==> config.mk <==
export PLATFORM = sky130hd
export DESIGN_NAME = memory_bin_reader
export DESIGN_NICKNAME = d
export VERILOG_FILES = /design/src/rtl/memory_bin_reader.sv
export SDC_FILE = /design/constraint.sdc
export NUM_CORES = 1
export LEC_CHECK = 0
export BUFFER_PORTS_ARGS = -buffer_cell sky130_fd_sc_hd__buf_2
export CAP_MARGIN = 20
export CORE_MARGIN = 1.5
export CORE_UTILIZATION = 45
export DETAILED_ROUTE_END_ITERATION = 6
export PLACE_DENSITY = 0.71
export SKIP_LAST_GASP = 1
export SLEW_MARGIN = 20
export SYNTH_ARGS = -nofsm -noshare
export SYNTH_HDL_FRONTEND = slang
export SYNTH_SLANG_ARGS = --single-unit
==> constraint.sdc <==
create_clock -name clk -period 10.3 [get_ports clk]
set_clock_uncertainty 0.1 [all_clocks]
set_input_delay 2.06 -clock clk [delete_from_list [all_inputs] [get_ports clk]]
set_output_delay 2.06 -clock clk [all_outputs]
set_load 0.03 [all_outputs]
==> src/rtl/memory_bin_reader.sv <==
// Read sequencer for a binned, double-paged Memory (8 bins x 16 x 2 pages).
// Snapshots per-bin counts on start, streams every entry with aligned tags.
//
// Ports:
//   clk, rst             clock, async active-high reset
//   start, bx[2:0]       begin readout (IDLE only), page = bx[0]
//   nent_flat[63:0]      per-bin/page entry counts, nibble at 8b+4p
//   addrb, enb, regceb   Memory read port
//   busy                 high from accepted start through done
//   data_valid/bin/last  tags aligned with doutb
//   done                 one-cycle completion pulse
module memory_bin_reader #(
  parameter int ADDR_WIDTH  = 10,
  parameter int RAM_LATENCY = 2
) (
  input  logic                  clk,
  input  logic                  rst,
  input  logic                  start,
  input  logic [2:0]            bx,
  input  logic [63:0]           nent_flat,
  output logic [ADDR_WIDTH-1:0] addrb,
  output logic                  enb,
  output logic                  regceb,
  output logic                  busy,
  output logic                  data_valid,
  output logic [2:0]            data_bin,
  output logic                  data_last,
  output logic                  done
);

  typedef enum logic [1:0] {
    S_IDLE,
    S_READ,
    S_DRAIN
  } state_t;

  state_t r_state;
  state_t w_next;

  logic       r_page;
  logic [3:0] r_cnt [8];
  logic [2:0] r_bin;
  logic [3:0] r_entry;
  logic       r_busy;
  logic       r_empty;
  logic       r_ewait;

  logic [RAM_LATENCY-1:0] r_pv;
  logic [RAM_LATENCY-1:0] r_pl;
  logic [2:0]             r_pb [RAM_LATENCY];

  logic [3:0] w_in_cnt [8];
  logic [7:0] w_in_mask;
  logic       w_in_any;
  logic [2:0] w_first;
  logic [7:0] w_mask;
  logic       w_more;
  logic [2:0] w_nxt;
  logic       w_wrap;
  logic       w_last;
  logic       w_done;
  logic       w_unused_bx;

  assign w_unused_bx = ^bx[2:1];

  // Counts for the page being requested, and the first nonempty bin.
  always_comb begin
    w_first = '0;
    for (int b = 0; b < 8; b++) begin
      w_in_cnt[b]  = nent_flat[8*b + 4*int'(bx[0]) +: 4];
      w_in_mask[b] = (w_in_cnt[b] != 4'd0);
    end
    for (int b = 7; b >= 0; b--) begin
      if (w_in_mask[b]) w_first = 3'(b);
    end
    w_in_any = |w_in_mask;
  end

  // Next nonempty bin above the current one, so empty bins cost no cycles.
  always_comb begin
    w_more = 1'b0;
    w_nxt  = r_bin;
    for (int b = 0; b < 8; b++) begin
      w_mask[b] = (r_cnt[b] != 4'd0);
    end
    for (int b = 7; b >= 0; b--) begin
      if (w_mask[b] && (3'(b) > r_bin)) begin
        w_more = 1'b1;
        w_nxt  = 3'(b);
      end
    end
  end

  assign w_wrap = (r_entry == r_cnt[r_bin] - 4'd1);
  assign w_last = (r_state == S_READ) && w_wrap && !w_more;

  // Empty readouts have no tag in the pipe; wait one DRAIN cycle instead.
  assign w_done = (r_state == S_DRAIN) &&
                  (r_empty ? r_ewait : r_pl[RAM_LATENCY-1]);

  always_ff @(posedge clk or posedge rst) begin
    if (rst) r_state <= S_IDLE;
    else     r_state <= w_next;
  end

  always_comb begin
    w_next = r_state;
    unique case (r_state)
      S_IDLE:  if (start) w_next = w_in_any ? S_READ : S_DRAIN;
      S_READ:  if (w_last) w_next = S_DRAIN;
      S_DRAIN: if (w_done) w_next = S_IDLE;
      default: w_next = S_IDLE;
    endcase
  end

  always_comb begin
    enb  = (r_state == S_READ);
    done = w_done;
  end

  always_ff @(posedge clk or posedge rst) begin
    if (rst) begin
      r_page  <= 1'b0;
      r_cnt   <= '{default: '0};
      r_bin   <= '0;
      r_entry <= '0;
      r_busy  <= 1'b0;
      r_empty <= 1'b0;
      r_ewait <= 1'b0;
    end else begin
      unique case (r_state)
        S_IDLE: begin
          if (start) begin
            r_page  <= bx[0];
            r_cnt   <= w_in_cnt;
            r_busy  <= 1'b1;
            r_bin   <= w_first;
            r_entry <= '0;
            r_empty <= ~w_in_any;
            r_ewait <= 1'b0;
          end
        end
        S_READ: begin
          // Address holds on the final read; enb drops with the state.
          if (w_wrap) begin
            if (w_more) begin
              r_bin   <= w_nxt;
              r_entry <= '0;
            end
          end else begin
            r_entry <= r_entry + 4'd1;
          end
        end
        S_DRAIN: begin
          if (r_empty) r_ewait <= 1'b1;
          if (w_done)  r_busy  <= 1'b0;
        end
        default: ;
      endcase
    end
  end

  // Tag pipe matching the Memory read latency.
  always_ff @(posedge clk or posedge rst) begin
    if (rst) begin
      r_pv <= '0;
      r_pl <= '0;
      r_pb <= '{default: '0};
    end else begin
      r_pv[0] <= (r_state == S_READ);
      r_pl[0] <= w_last;
      r_pb[0] <= r_bin;
      for (int i = 1; i < RAM_LATENCY; i++) begin
        r_pv[i] <= r_pv[i-1];
        r_pl[i] <= r_pl[i-1];
        r_pb[i] <= r_pb[i-1];
      end
    end
  end

  always_comb begin
    addrb      = '0;
    addrb[7:0] = {r_page, r_bin, r_entry};
  end

  assign regceb     = (RAM_LATENCY == 2);
  assign busy       = r_busy;
  assign data_valid = r_pv[RAM_LATENCY-1];
  assign data_last  = r_pl[RAM_LATENCY-1];
  assign data_bin   = r_pb[RAM_LATENCY-1];

endmodule
==> results.toml <==
[cts]
cts_buffers = 5
htreeDepth = 2
cts_setup_buffers = 0
cts_resized = 0
cts-root-buf = "clkbuf_8"
clk_pin_slew_ps = 90
clockBufferDepth = 2
cts_tree = "yes"
holdBufCountCts = 0
clk_latency_ps = 300
cts_sinks = 55

[critical_path]
crit_fanout = 51
cp.arrival_ps = 4660
worstPathRequired_ps = 10420
r2r_slack_ps = 6360
critPathLaunchType = "primary input"
reg2reg_depth = 10
crit_type = "in2reg"
endpoint_kind = "flip-flop"

[sta]
fin_crit_sh = 0.441
final-setup-viol-count = 0
timing.final.ws_setup_ps = 5760
slew_viol_final = 0
worst_slew_pin_slew_ps = 755
tns_ps = 0
period_needed_ps = 4540
hold_viol_final = 0
rsz0062_at_grt = "false"
fmax_ghz = 0.220
relSlewSlack = 0.496

[final_layout]
final_core_util = 0.545
syn_to_final_growth_pct = 16.1
final_common_cell = "buf_2"
drive_gt1_frac = 0.279
nets = 472
diodes = 0
layout_common_cells = "buf_2 (83), dfrtp_1 (55), nor2_1 (48), mux2i_1 (41), a21oi_1 (40)"

[yosys]
synthArstFlopShare = 1.00
syn_area_sq_um = 3220
yosysWarnings = 0
yosysSeqAreaShare = 0.427
synth_area_per_cell_sq_um = 9.77
synth_edf_count = 0
synthFlopType = "dfrtp_1"
ys_ff_latch = 55
synthCells = 330
synth_cell_type_count = 56

[route]
first_pass_iters = 6
avgViaCountPerCell = 5.41
vias = 2687
wl_per_cell_microns = 14.5
ant_nets = 0
drc_errors = 0
drt_iter0_drc = 143
routed_wl_microns = 7190

[floorplanning]
die_h_microns = 87.6
die_area_sq_um = 7680
start_util = 0.469
core_sq_um = 6870
rows = 30
ios = 89
die_x_microns = 87.6

[pwr]
vdd_drop_max_mv = 0.0913
power_density_nw_per_um2 = 234
cellLeakagePower_nw = 1.71

[placement]
place.port_buffers = 83
post-place-ws_ps = 5390
dp_hpwl_microns = 5550
routabilityCongestion = 0.822

[status]
status = "completed"

[flow_run]
cap_violations = 0

[global_routing]
grt-ovfl-total = 0
grt_first_pass_wirelength_microns = 11800
grt_pass1_vias = 2543
grt_max_degree = 67
gr-usage-all-layers = 0.196
antenna_found_initial = 0

[worst_hold_path]
hold_depth = 0
hold_path_class = "reg2reg"
## worst max-delay path: stages
cell and delay (ps):
buf_2 70, buf_4 520, or4b_2 640, o22ai_1 210
inv_1 90, nor3_1 220, nand3_1 180, or3b_2 490
a21boi_0 180
## final cells by class
cell class | instances | area [sq um]
fill | 644 | 3130
tap | 96 | 120
timing repair buffer | 86 | 438
inverter | 8 | 30.0
multi-input combinational | 244 | 1690
clock buffer | 5 | 68.8
sequential | 55 | 1380
clock inverter | 3 | 15.0
## routing by layer
metal / routed length (microns) / GRT usage / vias to the layer above
met5: 0 / 0 / -
met4: 38 / 0.0404 / 0
met3: 292 / 0.0368 / 2
met2: 3640 / 0.340 / 62
met1: 3220 / 0.258 / 1275
li1: - / - / 1348
## state kept, by name (all words and copies together), names as in the netlist, 2 cells and up
name,count
r_cnt,32
r_pv,2
data_bin,3
r_entry,4
r_state,2
r_bin,3
r_pb,3
r_pl,2
## final timing paths
path,start,endpoint
max,bx[0],r_state[1]$_DFFE_PP0P_
min,r_pb[4]$_DFF_PP0_,data_bin[1]$_DFF_PP0_
max reg2reg,r_bin[0]$_DFFE_PP0P_,r_bin[2]$_DFFE_PP0P_
min reg2reg,r_pb[4]$_DFF_PP0_,data_bin[1]$_DFF_PP0_
max in group asynchronous,rst,r_bin[2]$_DFFE_PP0P_
min in group asynchronous,rst,data_bin[2]$_DFF_PP0_
## cell usage after synthesis, types with 2 or more instances
library cell / number / area (sq um)
dfrtp_1: 55 / 1380
nor2_1: 49 / 184
mux2i_1: 41 / 410
a21oi_1: 40 / 200
nor4_1: 12 / 75.1
clkbuf_1: 9 / 33.8
nand2_1: 9 / 33.8
o21ai_0: 8 / 40.0
buf_4: 7 / 52.6
inv_1: 7 / 26.3
nor3_1: 7 / 35.0
nand3_1: 6 / 30.0
o22ai_1: 5 / 31.3
or4_1: 5 / 37.5
a22oi_1: 4 / 30.0
buf_1: 4 / 15.0
mux2_2: 4 / 45.0
a22o_1: 3 / 26.3
a31oi_1: 3 / 18.8
a211oi_1: 2 / 15.0
and2_1: 2 / 12.5
buf_2: 2 / 10.0
buf_6: 2 / 22.5
conb_1: 2 / 7.51
ha_1: 2 / 25.0
mux2_1: 2 / 22.5
mux4_1: 2 / 52.6
mux4_2: 2 / 45.0
nand2b_1: 2 / 12.5
nor2b_1: 2 / 12.5
o21a_1: 2 / 15.0
o31ai_1: 2 / 15.0
or2_2: 2 / 12.5
xor2_1: 2 / 17.5
## report_power, final
part           internal, W  switching [W]  leakage (nW)
logic             0.000163       0.000217          1.00
registers         0.000299      0.0000837         0.654
clock network    0.0000468      0.0000676        0.0477
total             0.000509       0.000368          1.71
## cells by family after synthesis
family | share of synthesized area
AOI/OAI and AO/OA | 0.171
adders and majority gates | 0.00776
other | 0.00233
xor gates and xnor gates | 0.00815
muxes | 0.179
and+or+nand+nor | 0.154
DFF | 0.427
buffers and inverters | 0.0509
## metrics by stage
step	instances	area (sq um)	total power, W	hold WS (ps)
floorplan	331	3230	0.000673	231
finish	497	3740	0.000877	256
global route	497	3740	0.000948	266
detailed placement	489	3660	0.000766	236
global placement	489	3660	0.000751	232
CTS	497	3740	0.000881	258
Power figures use the tool's default switching activity.
